===== src/rtl/div_flotante_seq_if.sv =====
// Handshake/data bundle for the sequential float divider.
//   master : operand source (drives i_valid and both operands, sees results)
//   slave  : divider side (drives o_ready, o_cociente, o_valid and flags)
// Float format: {sign, exp[NB_EXP], man[NB_MAN]}, hidden 1, biased exponent.
interface div_flotante_seq_if #(
    parameter int NB_EXP = 4,
    parameter int NB_MAN = 8
);
    localparam int NB_FLT = 1 + NB_EXP + NB_MAN;

    logic              i_valid;
    logic              o_ready;
    logic [NB_FLT-1:0] i_flotante_1;
    logic [NB_FLT-1:0] i_flotante_2;
    logic [NB_FLT-1:0] o_cociente;
    logic              o_valid;
    logic              o_div_cero;
    logic              o_desborde;

    modport master (
        output i_valid, i_flotante_1, i_flotante_2,
        input  o_ready, o_cociente, o_valid, o_div_cero, o_desborde
    );

    modport slave (
        input  i_valid, i_flotante_1, i_flotante_2,
        output o_ready, o_cociente, o_valid, o_div_cero, o_desborde
    );
endinterface


===== src/rtl/div_flotante_seq.sv =====
// Sequential divider for the custom float format {sign, exp, man}, hidden 1,
// biased exponent: o_cociente = i_flotante_1 / i_flotante_2.
// Restoring mantissa division, one quotient bit per clock.
//
// Ports:
//   i_clock  : system clock, rising edge
//   i_reset  : synchronous active-high reset; aborts an operation in flight
//   bus      : div_flotante_seq_if.slave
//              i_valid/o_ready      operand handshake (accept when both high)
//              i_flotante_1/_2      dividend / divisor
//              o_cociente           quotient, held until next result
//              o_valid              1-cycle pulse when o_cociente/flags update
//              o_div_cero           divisor was zero
//              o_desborde           exponent overflow, result saturated
//
// Build option: define DIV_FLOTANTE_REDONDEO_EN for round-half-up using the
// guard bit; otherwise the quotient mantissa is truncated.
//
// state | meaning
// IDLE  | o_ready=1, waiting for i_valid
// CALC  | one restoring-division step per clock, NB_MAN+3 steps
// NORM  | normalise, classify specials, register the result
// DONE  | o_valid pulse, result visible
module div_flotante_seq #(
    parameter int NB_EXP = 4,
    parameter int NB_MAN = 8,
    parameter int BIAS   = 7
) (
    input  logic               i_clock,
    input  logic               i_reset,
    div_flotante_seq_if.slave  bus
);
    localparam int NB_FLT = 1 + NB_EXP + NB_MAN;
    localparam int NB_Q   = NB_MAN + 3;        // quotient bits
    localparam int RW     = NB_MAN + 2;        // partial remainder width
    localparam int EW     = NB_EXP + 2;        // signed working exponent
    localparam int CW     = $clog2(NB_Q);
    localparam int E_MAX  = (1 << NB_EXP) - 1;

    localparam logic [CW-1:0]        CNT_LOAD = CW'(NB_Q - 1);
    localparam logic signed [EW-1:0] BIAS_E   = EW'(BIAS);
    localparam logic signed [EW-1:0] ONE_E    = EW'(1);

    typedef enum logic [1:0] {
        IDLE = 2'd0,
        CALC = 2'd1,
        NORM = 2'd2,
        DONE = 2'd3
    } state_t;

    state_t state, state_next;

    logic ready;
    logic valid;
    logic accept;

    // operand fields
    logic              s1, s2;
    logic [NB_EXP-1:0] e1, e2;
    logic [NB_MAN-1:0] m1, m2;

    // working registers
    logic                 sign_r;
    logic                 z1_r, z2_r;
    logic signed [EW-1:0] e_acc;
    logic [RW-1:0]        rem;
    logic [RW-1:0]        dvsr;
    logic [NB_Q-1:0]      q;
    logic [CW-1:0]        cnt;

    // output registers
    logic [NB_FLT-1:0] cociente_r;
    logic              div_cero_r;
    logic              desborde_r;

    // division step
    logic [RW:0]   diff;
    logic          borrow;
    logic [RW-1:0] rem_sel;

    // normalisation / result
    logic signed [EW-1:0] e_norm;
    logic signed [EW-1:0] e_fin;
    logic [NB_MAN-1:0]    man_norm;
    logic [NB_MAN-1:0]    man_fin;
    logic [NB_FLT-1:0]    res_cociente;
    logic                 res_div_cero;
    logic                 res_desborde;
`ifdef DIV_FLOTANTE_REDONDEO_EN
    logic                 guard;
    logic [NB_MAN:0]      man_sum;
`endif

    assign s1 = bus.i_flotante_1[NB_FLT-1];
    assign e1 = bus.i_flotante_1[NB_FLT-2 -: NB_EXP];
    assign m1 = bus.i_flotante_1[NB_MAN-1:0];
    assign s2 = bus.i_flotante_2[NB_FLT-1];
    assign e2 = bus.i_flotante_2[NB_FLT-2 -: NB_EXP];
    assign m2 = bus.i_flotante_2[NB_MAN-1:0];

    // ---------------- FSM ----------------
    always_ff @(posedge i_clock) begin
        if (i_reset) begin
            state <= IDLE;
        end else begin
            state <= state_next;
        end
    end

    always_comb begin
        state_next = state;
        ready      = 1'b0;
        valid      = 1'b0;
        case (state)
            IDLE: begin
                ready = 1'b1;
                if (bus.i_valid) begin
                    state_next = CALC;
                end
            end
            CALC: begin
                if (cnt == '0) begin
                    state_next = NORM;
                end
            end
            NORM: begin
                state_next = DONE;
            end
            DONE: begin
                valid      = 1'b1;
                state_next = IDLE;
            end
            default: begin
                state_next = IDLE;
            end
        endcase
    end

    assign accept = ready & bus.i_valid;

    // ---------------- division step ----------------
    // Partial remainder stays below 2*divisor, so RW bits are enough after
    // the shift; the extra diff bit is the borrow.
    always_comb begin
        diff    = {1'b0, rem} - {1'b0, dvsr};
        borrow  = diff[RW];
        rem_sel = borrow ? rem : diff[RW-1:0];
    end

    // ---------------- normalisation ----------------
    always_comb begin
        if (q[NB_Q-1]) begin
            man_norm = q[NB_Q-2:2];
            e_norm   = e_acc;
        end else begin
            man_norm = q[NB_Q-3:1];
            e_norm   = e_acc - ONE_E;
        end

`ifdef DIV_FLOTANTE_REDONDEO_EN
        guard   = q[NB_Q-1] ? q[1] : q[0];
        man_sum = {1'b0, man_norm} + {{NB_MAN{1'b0}}, guard};
        if (man_sum[NB_MAN]) begin
            // mantissa wrapped to 1.0 -> next binade
            man_fin = '0;
            e_fin   = e_norm + ONE_E;
        end else begin
            man_fin = man_sum[NB_MAN-1:0];
            e_fin   = e_norm;
        end
`else
        man_fin = man_norm;
        e_fin   = e_norm;
`endif

        res_div_cero = 1'b0;
        res_desborde = 1'b0;
        if (z2_r) begin
            res_cociente = {sign_r, {NB_EXP{1'b1}}, {NB_MAN{1'b1}}};
            res_div_cero = 1'b1;
        end else if (z1_r) begin
            res_cociente = {sign_r, {(NB_FLT-1){1'b0}}};
        end else if (int'(e_fin) > E_MAX) begin
            res_cociente = {sign_r, {NB_EXP{1'b1}}, {NB_MAN{1'b1}}};
            res_desborde = 1'b1;
        end else if (int'(e_fin) < 1) begin
            res_cociente = {sign_r, {(NB_FLT-1){1'b0}}};
        end else begin
            res_cociente = {sign_r, e_fin[NB_EXP-1:0], man_fin};
        end
    end

    // ---------------- datapath ----------------
    always_ff @(posedge i_clock) begin
        if (i_reset) begin
            sign_r     <= 1'b0;
            z1_r       <= 1'b0;
            z2_r       <= 1'b0;
            e_acc      <= '0;
            rem        <= '0;
            dvsr       <= '0;
            q          <= '0;
            cnt        <= '0;
            cociente_r <= '0;
            div_cero_r <= 1'b0;
            desborde_r <= 1'b0;
        end else begin
            if (accept) begin
                sign_r <= s1 ^ s2;
                z1_r   <= (e1 == '0);
                z2_r   <= (e2 == '0);
                e_acc  <= $signed({2'b00, e1}) - $signed({2'b00, e2}) + BIAS_E;
                rem    <= {1'b0, 1'b1, m1};
                dvsr   <= {1'b0, 1'b1, m2};
                q      <= '0;
                cnt    <= CNT_LOAD;
            end

            if (state == CALC) begin
                q   <= {q[NB_Q-2:0], ~borrow};
                rem <= rem_sel << 1;
                if (cnt != '0) begin
                    cnt <= cnt - 1'b1;
                end
            end

            if (state == NORM) begin
                cociente_r <= res_cociente;
                div_cero_r <= res_div_cero;
                desborde_r <= res_desborde;
            end
        end
    end

    assign bus.o_ready    = ready;
    assign bus.o_valid    = valid;
    assign bus.o_cociente = cociente_r;
    assign bus.o_div_cero = div_cero_r;
    assign bus.o_desborde = desborde_r;

endmodule


===== src/flat_wrapper.sv =====
// flat-port wrapper written by rule: the top's interface ports become plain ports
module div_flotante_seq_flat 
#(
    parameter int NB_EXP = 4,
    parameter int NB_MAN = 8,
    parameter int BIAS   = 7
)
  (i_clock, i_reset, bus_i_valid, bus_i_flotante_1, bus_i_flotante_2, bus_o_ready, bus_o_cociente, bus_o_valid, bus_o_div_cero, bus_o_desborde);
  div_flotante_seq_if #(.NB_EXP(NB_EXP), .NB_MAN(NB_MAN)) bus_i ();
  input  logic i_clock;
  input  logic i_reset;
  input wire logic [$bits(bus_i.i_valid)-1:0] bus_i_valid;
  input wire logic [$bits(bus_i.i_flotante_1)-1:0] bus_i_flotante_1;
  input wire logic [$bits(bus_i.i_flotante_2)-1:0] bus_i_flotante_2;
  output wire logic [$bits(bus_i.o_ready)-1:0] bus_o_ready;
  output wire logic [$bits(bus_i.o_cociente)-1:0] bus_o_cociente;
  output wire logic [$bits(bus_i.o_valid)-1:0] bus_o_valid;
  output wire logic [$bits(bus_i.o_div_cero)-1:0] bus_o_div_cero;
  output wire logic [$bits(bus_i.o_desborde)-1:0] bus_o_desborde;
  assign bus_i.i_valid = bus_i_valid;
  assign bus_i.i_flotante_1 = bus_i_flotante_1;
  assign bus_i.i_flotante_2 = bus_i_flotante_2;
  assign bus_o_ready = bus_i.o_ready;
  assign bus_o_cociente = bus_i.o_cociente;
  assign bus_o_valid = bus_i.o_valid;
  assign bus_o_div_cero = bus_i.o_div_cero;
  assign bus_o_desborde = bus_i.o_desborde;
  div_flotante_seq #(.NB_EXP(NB_EXP), .NB_MAN(NB_MAN), .BIAS(BIAS)) u_core (.i_clock(i_clock), .i_reset(i_reset), .bus(bus_i));
endmodule

===== config.mk =====
export PLATFORM = sky130hd
export DESIGN_NAME = div_flotante_seq_flat
export DESIGN_NICKNAME = d
export VERILOG_FILES = /design/src/rtl/div_flotante_seq_if.sv /design/src/rtl/div_flotante_seq.sv /design/src/flat_wrapper.sv
export SDC_FILE = /design/constraint.sdc
export NUM_CORES = 1
export LEC_CHECK = 0
export ABC_AREA = 1
export CAP_MARGIN = 15
export CORE_MARGIN = 2
export CORE_UTILIZATION = 50
export DETAILED_ROUTE_END_ITERATION = 8
export PLACE_DENSITY = 0.74
export SLEW_MARGIN = 25
export SYNTH_ARGS = -nofsm -noshare
export SYNTH_HDL_FRONTEND = slang
export SYNTH_SLANG_ARGS = --single-unit

===== constraint.sdc =====
create_clock -name i_clock -period 5.35 [get_ports i_clock]
set_input_delay 0.535 -clock i_clock [delete_from_list [all_inputs] [get_ports i_clock]]
set_output_delay 0.535 -clock i_clock [all_outputs]
set_load 0.02 [all_outputs]

==> summary.txt <==
Floorplan
  – Die Area: 7710 um2
  – Die Y: 87.8 um
  – Core ar.: 6790 um2
  – Initial cell density of the core: 51.7%
  – Ports: 46
  – Chip width: 87.8 um
  – Site row count: 30

Detailed routing
  – M1 wire length: 3540 um
  – DRT iter0 DRCs: 114
  – DR vias/cell: 5.06
  – Final WL: 7600 um
  – Routed Antenna Nets: 0
  – WL met2: 3660 um
  – Routed WL per cell: 11.8 um
  – Met3 wire length: 259 um
  – DR pass1 iterations: 4
  – Max layer used: met4
  – # DRC: 0
  – Via Count: 3254

Critical path
  – R2r endpoint: u_core.cnt[3]
  – R2r startpoint: u_core.state[0]
  – Crit path DAT: 3.21 ns
  – Crit. End Element: flop
  – Worst reg2reg setup slack: 2.34 ns
  – WP data required: 5.55 ns
  – Reg2reg path depth: 9
  – CP Launch Type: flop
  – Crit Path Category: reg2reg
  – Crit-path max FO: 27

GRT
  – First-pass GRT wire length: 12800 um
  – Total track usage: 21.2%
  – Initial antenna violation count: 0
  – Largest net degree at the start of global routing: 42
  – Vias in the first global route: 2955
  – Gr ovfl total: 0

Clock tree
  – Post-CTS Setup Repair Bufs: 0
  – Skew-Pair Late Insertion Delay: 0.35 ns
  – CTS hold repair buffers: 0
  – CTS tree: built
  – CTS root buf: clkbuf_8
  – Clock transition at path regs: 0.07 ns
  – CTS buffer count: 9
  – H-tree levels: 3
  – CTS Sinks: 60
  – CTS resizes: 0
  – Clk buf depth: 2

Power
  – Pwr/cell area: 582 nW/um2
  – Static leakage power: 1.82 nW
  – Pwr Total: 2.45 mW
  – Peak supply drop: 0.325 mV

Worst hold path
  – Hold Path Origin: u_core.cnt[0]
  – Worst hold path type: reg2reg
  – Min-Delay Endpoint: u_core.cnt[0]
  – Worst hold stages: 1

Logic synthesis
  – Post-synth top area cell: dfxtp_1
  – Ys async rst share: 0%
  – Netlist cell types: 39
  – Primary FF master, synth: dfxtp_1
  – Top cells by count, synth: nand2_1, a21oi_1, dfxtp_1, inv_1, nor2_1
  – Seq/Total Area, Yosys: 34.2%
  – Count leader, synth: nand2_1
  – Synth top area share: 34.2%
  – Post-Synthesis Cells: 505
  – Syn Nets: 556
  – Avg Inst Size Synth: 6.95 um2
  – Largest cells by area after synthesis: dfxtp_1, nand2_1, a21oi_1, ha_1, inv_1
  – Synth warn: 0
  – Yosys reg bits: 60
  – Post-Syn Area: 3510 um2
  – Post-synth EDFFs: 0

STA
  – Slew @ Worst Pin: 0.886 ns
  – Unrepaired setup endpoints after global routing: false
  – F_max: 332 MHz
  – Fin Clk Skew: 0.0143 ns
  – Final Hold Slack: 0.456 ns
  – Final TNS setup: 0 ns
  – Final hold vios: 0
  – Max transition margin: 40.9%
  – Final Max Tran Viols: 0
  – Final setup viols: 0
  – Period minus WS final: 3.01 ns
  – Final Cycle Share: 56.3%

Layout
  – Area grow syn2layout: 20.1%
  – Antenna diodes: 0
  – Layout cell share with drive strength beyond 1: 8.41%
  – Fill cells: 658
  – Final nets: 593
  – Core Util, Final: 62.1%

Flow run
  – Max-Cap Viols: 0

Place
  – Port Buffers: 45
  – Hpwl dp: 5560 um
  – Placer congestion estimate: 0.869

Status
  – Status: finished, final reports clean
## through the flow
step	instance area, um2	instances	setup slack, ns
floorplan	3510	505	3.38
global placement	3990	627	2.15
detailed placement	3990	627	2.05
CTS	4220	643	2.35
global route	4220	643	1.99
finish	4220	643	2.34
## sequential cells by signal, indices dropped and copies added, names as in the netlist
name                   flops
u_core.bus.o_div_cero      1
u_core.state               2
u_core.rem                10
u_core.e_acc               6
u_core.dvsr                9
u_core.bus.o_cociente     13
u_core.z1_r                1
u_core.cnt                 4
u_core.sign_r              1
u_core.z2_r                1
u_core.bus.o_desborde      1
u_core.q                  11
## final cells by class
cell class	instances	area [um2]	share of cell area, %
Clock buffer	11	141	3.35
Clock inverter	5	85.1	2.02
Inverter	59	221	5.25
Multi-Input combinational cell	365	1980	47.0
Sequential cell	60	1200	28.5
Tap cell	96	120	2.85
Timing Repair Buffer	47	465	11.0
## worst max-delay path by stage
| stage | to | slack (ns) | depth (start not counted) | from |
|---|---|---|---|---|
| final | u_core.cnt[3] | 2.34 | 9 | u_core.state[0] |
| after global routing | u_core.cnt[3] | 1.99 | 9 | u_core.state[0] |
| after CTS | u_core.cnt[3] | 2.35 | 9 | u_core.state[0] |
| after detailed placement | u_core.cnt[3] | 2.05 | 8 | bus_i_valid |
| after global placement | u_core.cnt[3] | 2.15 | 8 | bus_i_valid |
| after floorplan | u_core.e_acc[4] | 3.38 | 11 | bus_i_flotante_1[8] |
## cell usage in the layout, fill, tap and decap left out, drive strengths merged, types with 5 or more instances in the layout
master	count
inv	58
nand2	127
nand3	22
xor2	5
clkbuf	11
nand4	11
clkdlybuf4s50	45
dfxtp	60
a21oi	73
o21ai	34
nor2	48
ha	20
## worst max-delay path: stages (launching register included)
cell	delay [ns]
dfxtp_1	0.36
inv_1	0.09
ha_1	0.24
nand2_1	0.59
inv_1	0.51
nor2_1	0.54
buf_4	0.28
inv_1	0.06
o21ai_0	0.14
a21oi_1	0.06
## power by group
group / switching (mW) / internal (mW)
combinational: 0.839 / 0.502
sequential: 0.0849 / 0.569
clock: 0.183 / 0.276
total: 1.11 / 1.35
## cells by family after synthesis
logic type / after synthesis / synth area share (%)
AOI/OAI and AO/OA: 118 / 18.9
xor gates and xnor gates: 8 / 2.00
adders and majority gates: 22 / 8.27
buffers and inverters: 80 / 9.30
DFF: 60 / 34.2
and+or+nand+nor: 217 / 27.3
## per-layer routing
metal,vias up,global-route usage (%)
li1,1722,-
met1,1461,25.9
met2,56,35.7
met3,15,5.09
met4,0,8.81
met5,-,0
Power figures use the tool's default switching activity.
